**src/rtl/vga_timing.sv**
```systemverilog
// ---------------------------------------------------------------------------
// vga_timing -- 640x480@60 style VGA timing generator with a two-stage output
// pipeline.
//
// Stage A (x, y, video_active, frame_start, frame_count) is registered from
// the *next* counter values, so x/y always describe the pixel that the
// counters currently point at. Stage B (vga_rgb, vga_hsync, vga_vsync) is
// registered one clock later from stage A, so colour (looked up
// combinationally from x/y by the image generator) and sync stay aligned.
//
// Ports:
//   CLOCK_25      in   1  pixel clock, rising edge
//   RESET         in   1  asynchronous, active-high reset
//   color_in      in   3  pixel colour for current x/y {r,g,b}
//   test_pattern  in   1  (only with VGA_TEST_PATTERN_EN) colour-bar select
//   x, y          out 12  1-based visible pixel column/row, 0 when blanked
//   video_active  out  1  x/y lie in the visible area
//   frame_start   out  1  one-clock pulse at x=1, y=1
//   frame_count   out 16  frames started since reset (wraps)
//   vga_rgb       out  3  colour to the DAC
//   vga_hsync     out  1  horizontal sync, active low
//   vga_vsync     out  1  vertical sync, active low
//
// Optional feature macro: VGA_TEST_PATTERN_EN adds the test_pattern input
// and an eight-bar colour generator (bars are 80 pixels wide).
// ---------------------------------------------------------------------------
module vga_timing #(
    parameter int H_ACTIVE = 640,
    parameter int H_FRONT  = 16,
    parameter int H_SYNC   = 96,
    parameter int H_BACK   = 48,
    parameter int V_ACTIVE = 480,
    parameter int V_FRONT  = 10,
    parameter int V_SYNC   = 2,
    parameter int V_BACK   = 33
) (
    input  logic        CLOCK_25,
    input  logic        RESET,
    input  logic [2:0]  color_in,
`ifdef VGA_TEST_PATTERN_EN
    input  logic        test_pattern,
`endif
    output logic [11:0] x,
    output logic [11:0] y,
    output logic        video_active,
    output logic        frame_start,
    output logic [15:0] frame_count,
    output logic [2:0]  vga_rgb,
    output logic        vga_hsync,
    output logic        vga_vsync
);

    // Last count value of each phase; 12-bit counters cover totals to 4095.
    localparam logic [11:0] H_ACT_LAST = 12'(H_ACTIVE - 1);
    localparam logic [11:0] H_FP_LAST  = 12'(H_ACTIVE + H_FRONT - 1);
    localparam logic [11:0] H_SYN_LAST = 12'(H_ACTIVE + H_FRONT + H_SYNC - 1);
    localparam logic [11:0] H_TOT_LAST = 12'(H_ACTIVE + H_FRONT + H_SYNC + H_BACK - 1);
    localparam logic [11:0] V_ACT_LAST = 12'(V_ACTIVE - 1);
    localparam logic [11:0] V_FP_LAST  = 12'(V_ACTIVE + V_FRONT - 1);
    localparam logic [11:0] V_SYN_LAST = 12'(V_ACTIVE + V_FRONT + V_SYNC - 1);
    localparam logic [11:0] V_TOT_LAST = 12'(V_ACTIVE + V_FRONT + V_SYNC + V_BACK - 1);

    typedef enum logic [1:0] {H_ACT = 2'd0, H_FP = 2'd1, H_SYN = 2'd2, H_BP = 2'd3} h_state_e;
    typedef enum logic [1:0] {V_ACT = 2'd0, V_FP = 2'd1, V_SYN = 2'd2, V_BP = 2'd3} v_state_e;

    h_state_e    h_state_q, h_state_d;
    v_state_e    v_state_q, v_state_d;
    logic [11:0] h_cnt_q, h_cnt_d;
    logic [11:0] v_cnt_q, v_cnt_d;
    logic        h_wrap_s;

    logic [11:0] x_q, x_d;
    logic [11:0] y_q, y_d;
    logic        video_active_q, video_active_d;
    logic        frame_start_q, frame_start_d;
    logic [15:0] frame_count_q, frame_count_d;
    logic [2:0]  vga_rgb_q, vga_rgb_d;
    logic        vga_hsync_q, vga_hsync_d;
    logic        vga_vsync_q, vga_vsync_d;

    // State register: counters, FSMs and both output stages.
    // Reset parks everything on the last count so the first edge after
    // release lands on pixel (1,1) and raises frame_start.
    always_ff @(posedge CLOCK_25 or posedge RESET) begin
        if (RESET) begin
            h_state_q      <= H_BP;
            v_state_q      <= V_BP;
            h_cnt_q        <= H_TOT_LAST;
            v_cnt_q        <= V_TOT_LAST;
            x_q            <= 12'd0;
            y_q            <= 12'd0;
            video_active_q <= 1'b0;
            frame_start_q  <= 1'b0;
            frame_count_q  <= 16'd0;
            vga_rgb_q      <= 3'b000;
            vga_hsync_q    <= 1'b1;
            vga_vsync_q    <= 1'b1;
        end else begin
            h_state_q      <= h_state_d;
            v_state_q      <= v_state_d;
            h_cnt_q        <= h_cnt_d;
            v_cnt_q        <= v_cnt_d;
            x_q            <= x_d;
            y_q            <= y_d;
            video_active_q <= video_active_d;
            frame_start_q  <= frame_start_d;
            frame_count_q  <= frame_count_d;
            vga_rgb_q      <= vga_rgb_d;
            vga_hsync_q    <= vga_hsync_d;
            vga_vsync_q    <= vga_vsync_d;
        end
    end

    // Next-state logic: counters and the two phase FSMs.
    // The vertical side only moves on the end-of-line wrap.
    always_comb begin
        h_wrap_s  = (h_cnt_q == H_TOT_LAST);
        h_cnt_d   = h_wrap_s ? 12'd0 : (h_cnt_q + 12'd1);
        v_cnt_d   = v_cnt_q;
        h_state_d = h_state_q;
        v_state_d = v_state_q;

        if (h_wrap_s) begin
            v_cnt_d = (v_cnt_q == V_TOT_LAST) ? 12'd0 : (v_cnt_q + 12'd1);
        end else begin
            v_cnt_d = v_cnt_q;
        end

        case (h_state_q)
            H_ACT:   h_state_d = (h_cnt_q == H_ACT_LAST) ? H_FP  : H_ACT;
            H_FP:    h_state_d = (h_cnt_q == H_FP_LAST)  ? H_SYN : H_FP;
            H_SYN:   h_state_d = (h_cnt_q == H_SYN_LAST) ? H_BP  : H_SYN;
            H_BP:    h_state_d = (h_cnt_q == H_TOT_LAST) ? H_ACT : H_BP;
            default: h_state_d = H_BP;
        endcase

        if (h_wrap_s) begin
            case (v_state_q)
                V_ACT:   v_state_d = (v_cnt_q == V_ACT_LAST) ? V_FP  : V_ACT;
                V_FP:    v_state_d = (v_cnt_q == V_FP_LAST)  ? V_SYN : V_FP;
                V_SYN:   v_state_d = (v_cnt_q == V_SYN_LAST) ? V_BP  : V_SYN;
                V_BP:    v_state_d = (v_cnt_q == V_TOT_LAST) ? V_ACT : V_BP;
                default: v_state_d = V_BP;
            endcase
        end else begin
            v_state_d = v_state_q;
        end
    end

    // Output logic: stage A from the next counter/FSM values, stage B from
    // the current stage A so colour and sync leave together.
    always_comb begin
        video_active_d = (h_state_d == H_ACT) && (v_state_d == V_ACT);
        x_d            = video_active_d ? (h_cnt_d + 12'd1) : 12'd0;
        y_d            = video_active_d ? (v_cnt_d + 12'd1) : 12'd0;
        frame_start_d  = (h_cnt_d == 12'd0) && (v_cnt_d == 12'd0);
        frame_count_d  = frame_count_q + {15'd0, frame_start_d};

        vga_hsync_d    = (h_state_q != H_SYN);
        vga_vsync_d    = (v_state_q != V_SYN);

        if (video_active_q) begin
`ifdef VGA_TEST_PATTERN_EN
            // Bar index 0..7 from x; white bar first, black last.
            if (test_pattern) begin
                vga_rgb_d = 3'd7 - 3'((x_q - 12'd1) / 12'd80);
            end else begin
                vga_rgb_d = color_in;
            end
`else
            vga_rgb_d = color_in;
`endif
        end else begin
            vga_rgb_d = 3'b000;
        end
    end

    assign x            = x_q;
    assign y            = y_q;
    assign video_active = video_active_q;
    assign frame_start  = frame_start_q;
    assign frame_count  = frame_count_q;
    assign vga_rgb      = vga_rgb_q;
    assign vga_hsync    = vga_hsync_q;
    assign vga_vsync    = vga_vsync_q;

endmodule

```
**config.mk**
```make
export PLATFORM = sky130hd
export DESIGN_NAME = vga_timing
export DESIGN_NICKNAME = d
export VERILOG_FILES = /design/src/rtl/vga_timing.sv
export SDC_FILE = /design/constraint.sdc
export NUM_CORES = 1
export LEC_CHECK = 0
export ABC_AREA = 0
export CORE_MARGIN = 4
export CORE_UTILIZATION = 34
export CTS_BUF_LIST = sky130_fd_sc_hd__clkbuf_16
export CTS_CLUSTER_DIAMETER = 100
export DETAILED_ROUTE_END_ITERATION = 10
export HOLD_SLACK_MARGIN = 0.05
export SETUP_SLACK_MARGIN = 0.4
export SLEW_MARGIN = 20
export SYNTH_ARGS = -nofsm -noshare
export SYNTH_HDL_FRONTEND = slang
export SYNTH_SLANG_ARGS = --single-unit
```
**constraint.sdc**
```tcl
create_clock -name CLOCK_25 -period 7.3 [get_ports CLOCK_25]
set_input_delay 0.73 -clock CLOCK_25 [delete_from_list [all_inputs] [get_ports CLOCK_25]]
set_output_delay 0.73 -clock CLOCK_25 [all_outputs]
set_load 0.05 [all_outputs]
```
Word-level counts from Yosys, hierarchy flattened:

Cells that the tools add are included.

* input bits: 5
* bits in registers: 75
* word-level logic and storage cells: 58

* add/subtract/negate cells: 5
* reduce and logical (&&, ||, !) cells: 8
* multiplexer cells: 17
* equal/unequal tests: 16

Operators with widths (count)
* 12-bit by 10-bit == test with 1-bit output, second input constant: 5
* 12-bit two-way mux: 5
* 12-bit by 1-bit adder with 12-bit output, second input constant: 4
* 12-bit by 9-bit == test with 1-bit output, second input constant: 3
* 12-bit logical NOT: 2
* 16-bit by 1-bit adder with 16-bit output: 1
* 2-bit one-hot mux with 4 select lines: 2
* 2-bit two-way mux: 5
* 2-bit == test, second input constant: 4
* 2-bit logical NOT: 4
* 2-bit by 1-bit == test with 1-bit output, second input constant: 2
* 1-bit two-way mux: 4
* 2-bit inequality test, second input constant: 2
* 3-bit two-way mux: 1
* 1-bit logical AND: 2

Depth between registers and ports, before layout:

Gate-level depths: netlist (run 1).

* depth after elaboration: 7
* gate-level depth with buffers: 20

Worst setup path before layout (run 1):

Ideal clock, no wire load.

* kind: register to register
* start: register h_cnt_q[0]
* end: register frame_count_q[11], in the netlist frame_count[11]
* period minus slack after synthesis: 4.155 ns
* cell stages (with the launch flop): 16
* data arrival time: 4.013 ns
* setup slack: 3.145 ns
* cells stage by stage: dfstp_2 > ha_1 > nand3_2 > nor4_2 > buf_2 > o21ai_0 > a22o_1 > nor4_1 > nand4b_1 > nor4_1 > ha_1 > nand3_1 > or3_1 > nor2_1 > nand3_1 > xnor2_1

* longest elaborated chain between the ends: 5

Ends and longest elaborated chain
* start, declared: RTL line 68 `logic [11:0] h_cnt_q, h_cnt_d;`
* start signal, assigned: RTL line 101 `h_cnt_q <= h_cnt_d;`
* 12-bit by 10-bit == test with 1-bit output: RTL line 117 `h_wrap_s = (h_cnt_q == H_TOT_LAST);`
* 12-bit two-way mux: RTL line 123 `if (h_wrap_s) begin`
* net v_cnt_d[2]: RTL line 69 `logic [11:0] v_cnt_q, v_cnt_d;`
* 12-bit logical NOT: RTL line 156 `frame_start_d = (h_cnt_d == 12'd0) && (v_cnt_d == 12'd0);`
* 1-bit logical AND: RTL line 156
* net frame_start_d: RTL line 75 `logic frame_start_q, frame_start_d;`
* 16-bit by 1-bit adder with 16-bit output: RTL line 157 `frame_count_d = frame_count_q + {15'd0, frame_start_d};`
* net frame_count_d[11]: RTL line 76 `logic [15:0] frame_count_q, frame_count_d;`
* end signal, assigned: RTL line 107 `frame_count_q <= frame_count_d;`
* end, declared: RTL line 76

The timed path passes the listed nets, and every way through them passes these cells.

Worst setup path after layout (run 1):

* start: register h_cnt_q[1]
* end: register frame_count_q[11], in the netlist frame_count[11]

Same word-level chain as after synthesis.

==> flow_summary.toml, run 1 <==
[synth]
synth_simple_gate_area_share_pct = 24.5
synth_compound_area_share_pct = 7.52
synth_top_family_by_area = "simple AND/OR/NAND/NOR gates"
ys_warn_count = 0
synthTopCellsByArea = "dfrtp_1 (40%), dfstp_2 (11%), xnor2_1 (5.2%), xor2_1 (4.2%), ha_1 (3.0%)"
syn_avg_cell_area_um2 = 10.3
yosysTopAreaCell = "dfrtp_1"
synth_edf_count = 0
synth_nets = 375
synth_cell_types = 60
muxShareOfSynthArea_pct = 0.268
synth_cells = 361
yosys.area.top_type_share_pct = 39.6
synth-seq-cells = 75
yosysMostFrequentCell = "dfrtp_1"
synthTopCellsByCount = "dfrtp_1 (59), nor2_1 (30), inv_1 (26)"
synth_xor_area_share_pct = 9.83
synthArstFlopShare_pct = 100
ys_seq_area_share_pct = 50.9
syn-cell-area_um2 = 3730
synth_fa_ha_area_share_pct = 3.02
synthFlopType = "dfrtp_1"

[power]
p_leak_nw = 2.03
power.density_nw_per_um2 = 203
finalPower_mw = 0.962
vdd_drop_max_uv = 115

[setup_path]
crit_type = "register to register"
critPathMaxFanout = 14
crit_family = "simple AND/OR/NAND/NOR gates"
path_buf_inv = 1
crit_path_start_kind = "register"
worst_setup_path_end_kind = "register"
crit_required_ns = 7.51
crit_path_cell_trace = "ha_1, nand3_2, nor4_2, buf_4, o21ai_0, a22o_1, nor4_1, nand4b_1, nor4_1, ha_1, nand3_1, or3_1, nor2_1, nand3_1, xnor2_1"
cpMaxStageDelayCell = "dfstp_2"
arrival_ns = 4.93
critPathMaxStageDelay_ns = 0.57

[place]
place_ws_ns = 2.61
port-buffer-count = 51
gp_congestion = 0.888
dp_hpwl_mm = 5.71
placed_cells = 540

[timing]
min_period_ns = 4.72
slew_violations = 0
rsz0062_at_grt = "false"
finalCritPeriodShare_pct = 64.6
tightest_slew_ns = 0.957
hold_slack_ns = 0.469
setup_viol = 0
skew_ns = 0.00805
slew_headroom_pct = 34.6
setup_ws_ns = 2.58
fin_setup_tns_ns = 0
fmax_ghz = 0.212
hold_viol_final = 0

[clocking]
clk_pin_slew_worst_paths_ns = 0.06
cts_setup_buffers = 0
cts_sinks = 75
hold_buffers = 0
cts_root_buffer = "clkbuf_16"
cts_buffer_depth = 2
cts.repair.resized = 0
htree_levels = 3
insertion_delay_ns = 0.33
cts_tree = "yes"
numCtsBuffers = 9

[run]
cap_violations = 0

[floorplan]
num_io_pins = 52
num_rows = 37
fp.dieH_um = 113
start_util_pct = 35.5
die_area_um2 = 12700
fp.dieW_um = 113
core_um2 = 10500

[drt]
ant_nets = 0
drt_iter0_markers = 103
dr.pass1.iters = 4
routed_wl_mm = 8.04
routedWlPerCell_um = 14.4
vias = 2801
via_per_inst = 5.03
drcViolationCount = 0

[global_route]
grt_pass1_wl_mm = 13.5
antenna_found_initial = 0
grt-ovfl-total = 0
grt_pass1_vias = 2753
grt_max_degree = 76
grtUsageTotal_pct = 13.1

[hold_path]
hold_class = "register to register"

[final_layout]
area_growth_pct = 27.2
diodes = 0
final_cells = 557
fin_nets = 430
drive_above_1_share_pct = 11.2
fill_cells = 998

[outcome]
status = "finished clean"
==> worst paths after layout <==
check                        startpoint               to  slack (ns)  cells past startpoint
max reg2reg                  h_cnt_q[1]  frame_count[11]        2.58                     15
max in group asynchronous         RESET   frame_count[6]        5.67                      3
max                          h_cnt_q[1]  frame_count[11]        2.58                     15
min in group asynchronous         RESET  frame_count[11]        0.99                      3
min                        h_state_q[1]        vga_hsync        0.47                      1
min reg2reg                h_state_q[1]        vga_hsync        0.47                      1
==> worst register-to-register path, delay by kind of cell (launching register included) <==
kind                     cells  cell delay [ns]
AND/OR/NAND/NOR              9             2.62
adder cells (fa/ha/maj)      2             0.57
flip-flops                   1             0.57
AO/OA/AOI/OAI                2             0.41
buffers and inverters        1             0.29
XOR/XNOR                     1             0.14
==> registers in the layout, summed over array words and instances (netlist names) <==
register and count:
frame_count 16, frame_start 1, h_cnt_q 12, h_state_q 2
v_cnt_q 12, v_state_q 2, vga_hsync 1, vga_rgb 3
vga_vsync 1, video_active 1, x 12, y 12
==> layout make-up <==
class	instances	area, um^2	share of cell area [%]
Sequential cell	75	1900	40.0
Tap cell	136	170	3.59
Multi-Input combinational cell	250	1680	35.5
Timing Repair Buffer	54	537	11.3
Clock buffer	9	225	4.75
Clock inverter	7	131	2.77
Inverter	26	97.6	2.06
==> routing by layer <==
| metal | up-vias | track usage (%) | wire length (um) |
|---|---|---|---|
| li1 | 1359 | - | - |
| met1 | 1355 | 16.8 | 3520 |
| met2 | 79 | 21.2 | 3980 |
| met3 | 8 | 3.69 | 456 |
| met4 | 0 | 4.17 | 80 |
| met5 | - | 0 | 0 |
==> logic make-up (layout without fill, tap and decap cells) <==
| logic type | Yosys count | after routing |
|---|---|---|
| compound gates | 41 | 41 |
| mux | 1 | 1 |
| flops | 75 | 75 |
| simple gates | 158 | 158 |
| xor+xnor | 41 | 41 |
| buf+inv | 36 | 96 |
| fa+ha+maj | 9 | 9 |
==> stage by stage <==
stage / utilization [%] / area (um^2)
floorplan: - / 3730
global placement: 41.6 / 4370
detailed placement: 41.6 / 4370
CTS: 45.0 / 4730
global route: 45.1 / 4740
finish: 45.1 / 4740
==> where the power goes <==
group	internal, mW	leakage [nW]	switching [mW]
combinational	0.00405	0.904	0.0116
clock	0.365	0.176	0.164
sequential	0.417	0.953	0.000196
total	0.786	2.03	0.176
==> layout by cell type (no fill, tap or decap), drive strengths merged, types with 10 or more instances in the layout <==
| cell | Yosys | final |
|---|---|---|
| o21ai | 10 | 10 |
| nor3 | 14 | 14 |
| dfrtp | 59 | 59 |
| xnor2 | 23 | 23 |
| nand3 | 20 | 20 |
| inv | 26 | 27 |
| dfstp | 16 | 16 |
| nor2 | 30 | 30 |
| nand2 | 21 | 21 |
| xor2 | 18 | 18 |
| nand4 | 13 | 13 |
| clkdlybuf4s50 | 0 | 51 |
(Power assumes the default switching activity.)
==> run 2: changes to the inputs <==
- clock period: 7.3 -> 3.8 ns (I/O delays scaled with it)
==> flow_summary.toml, run 2 (synthesized netlist as in run 1, its figures left out) <==
[drt]
drt-met1-wl_mm = 4.14
routedWlPerCell_um = 15.4
vias = 3060
dr.pass1.iters = 4
drt_iter0_markers = 183
wl_met3_um = 578
routed_wl_mm = 9.28
drcViolationCount = 0
via_per_inst = 5.07
wl_met2_mm = 4.32
ant_nets = 0
top_layer_used = "met4"

[power]
p_switching_mw = 0.377
p_int_mw = 1.26
switching_share_pct = 23.0
p_seq_share_pct = 48.9
combPwrFrac_pct = 1.9
p_leak_nw = 2.27
clkPwrFrac_pct = 49.2
power.density_nw_per_um2 = 310
vdd_drop_max_uv = 161
finalPower_mw = 1.64

[place]
port-buffer-count = 51
place_ws_ns = 0.00731
dp_hpwl_mm = 6.77
gp_congestion = 0.886
placed_cells = 569

[final_layout]
largest_reg_flops = 16
post-route-util_pct = 50.3
layout_commonest_cell = "dfrtp_1"
area_growth_pct = 41.7
final_cell_mix = "dfrtp_1 (59), clkdlybuf4s50_1 (51), buf_4 (43)"
fin_nets = 476
diodes = 0
final_cells = 603
drive_above_1_share_pct = 27.2

[timing]
finalCritPeriodShare_pct = 97.4
setup_viol = 0
fmax_ghz = 0.270
fin_setup_tns_ns = 0
skew_ns = 0.0104
setup_ws_ns = 0.0998
min_period_ns = 3.70
tightest_slew_ns = 0.976
slew_violations = 0
slew_headroom_pct = 33.2
hold_viol_final = 0
rsz0062_at_grt = "true"

[clocking]
cts_root_buffer = "clkbuf_16"
numCtsBuffers = 9
cts_sinks = 75
cts_buffer_depth = 2
htree_levels = 3
hold_buffers = 0
cts_tree = "yes"
insertion_delay_ns = 0.34
clk_pin_slew_worst_paths_ns = 0.06

[floorplan]
num_rows = 37
num_io_pins = 52
fp.dieW_um = 113
start_util_pct = 35.5
core_um2 = 10500
die_area_um2 = 12700
fp.dieH_um = 113

[setup_path]
arrival_ns = 3.92
critPathMaxFanout = 5
crit_path_start_kind = "register"
crit_type = "register to register"
crit_required_ns = 4.02
worst_setup_path_end_kind = "register"

[global_route]
grt_pass1_vias = 3074
grtUsageTotal_pct = 15.0
grt-ovfl-total = 0
antenna_found_initial = 0
grt_max_degree = 41
grt_pass1_wl_mm = 15.3

[outcome]
status = "finished clean"

[run]
cap_violations = 0

[hold_path]
hold_class = "register to register"
==> run 2: power by group through the flow <==
stage / clock, mW / combinational, mW / sequential (mW)
floorplan: 0 / 0.0126 / 0.821
global placement: 0 / 0.0331 / 0.815
detailed placement: 0 / 0.0336 / 0.815
CTS: 0.828 / 0.0336 / 0.801
global route: 0.864 / 0.0363 / 0.801
finish: 0.806 / 0.0317 / 0.801
==> run 2: cell type report <==
class / count / area (um^2)
clock buffer: 9 / 225
clock inverter: 7 / 57.6
fill: 954 / 5220
inverter: 26 / 97.6
multi-input combinational: 250 / 1930
sequential: 75 / 1900
tap: 136 / 170
timing repair buffer: 100 / 903
==> run 2: critical path, cell delays in order (launching register included) <==
cell      delay (ns)
dfstp_2         0.56
ha_4            0.17
nand3_4         0.08
buf_12          0.14
nor4_4          0.34
buf_6           0.17
buf_6           0.11
nand3_4         0.10
xnor2_4         0.18
nor4_2          0.27
nand4b_1        0.18
nor4_4          0.19
ha_2            0.25
nand3_2         0.08
or3_4           0.44
nor2_4          0.10
nand3_2         0.08
xnor2_1         0.13
==> run 2: worst paths after layout <==
path	startpoint	endpoint	slack, ns	depth (start not counted)
setup / recovery	h_cnt_q[1]	frame_count[11]	0.1	17
hold / removal	frame_count[15]	frame_count[15]	0.47	1
setup reg to reg	h_cnt_q[1]	frame_count[11]	0.1	17
hold reg to reg	frame_count[15]	frame_count[15]	0.47	1
max in group asynchronous	RESET	h_cnt_q[4]	2.40	3
min in group asynchronous	RESET	y[6]	0.54	2
==> run 2: per-stage QoR <==
step,hold WS (ns),cell area (um^2)
finish,0.467,5290
global route,0.481,5290
CTS,0.470,5180
detailed placement,0.457,4700
global placement,0.457,4700
floorplan,0.440,3840
==> run 2: layer usage <==
layer / global-route usage (%) / up-vias
met3: 5.03 / 22
met4: 5.69 / 0
met2: 23.6 / 100
li1: - / 1466
met1: 19.3 / 1472
met5: 0 / -
==> run 2: timing repair <==
| action | in CTS | in global routing |
|---|---|---|
| pin swaps | 14 | 14 |
| resized for setup | 17 | 13 |
| gates cloned | 0 | 1 |
| setup endpoints to repair | 12 | 14 |
| endpoints found under the hold margin | 0 | 0 |
| buffers inserted | 13 | 4 |
==> run 3: changes to the inputs <==
- CAP_MARGIN: not set -> 20
- GPL_ROUTABILITY_DRIVEN: not set -> 1
==> results of run 3 <==
Final layout, timing and power as in run 2 (identical DEF).
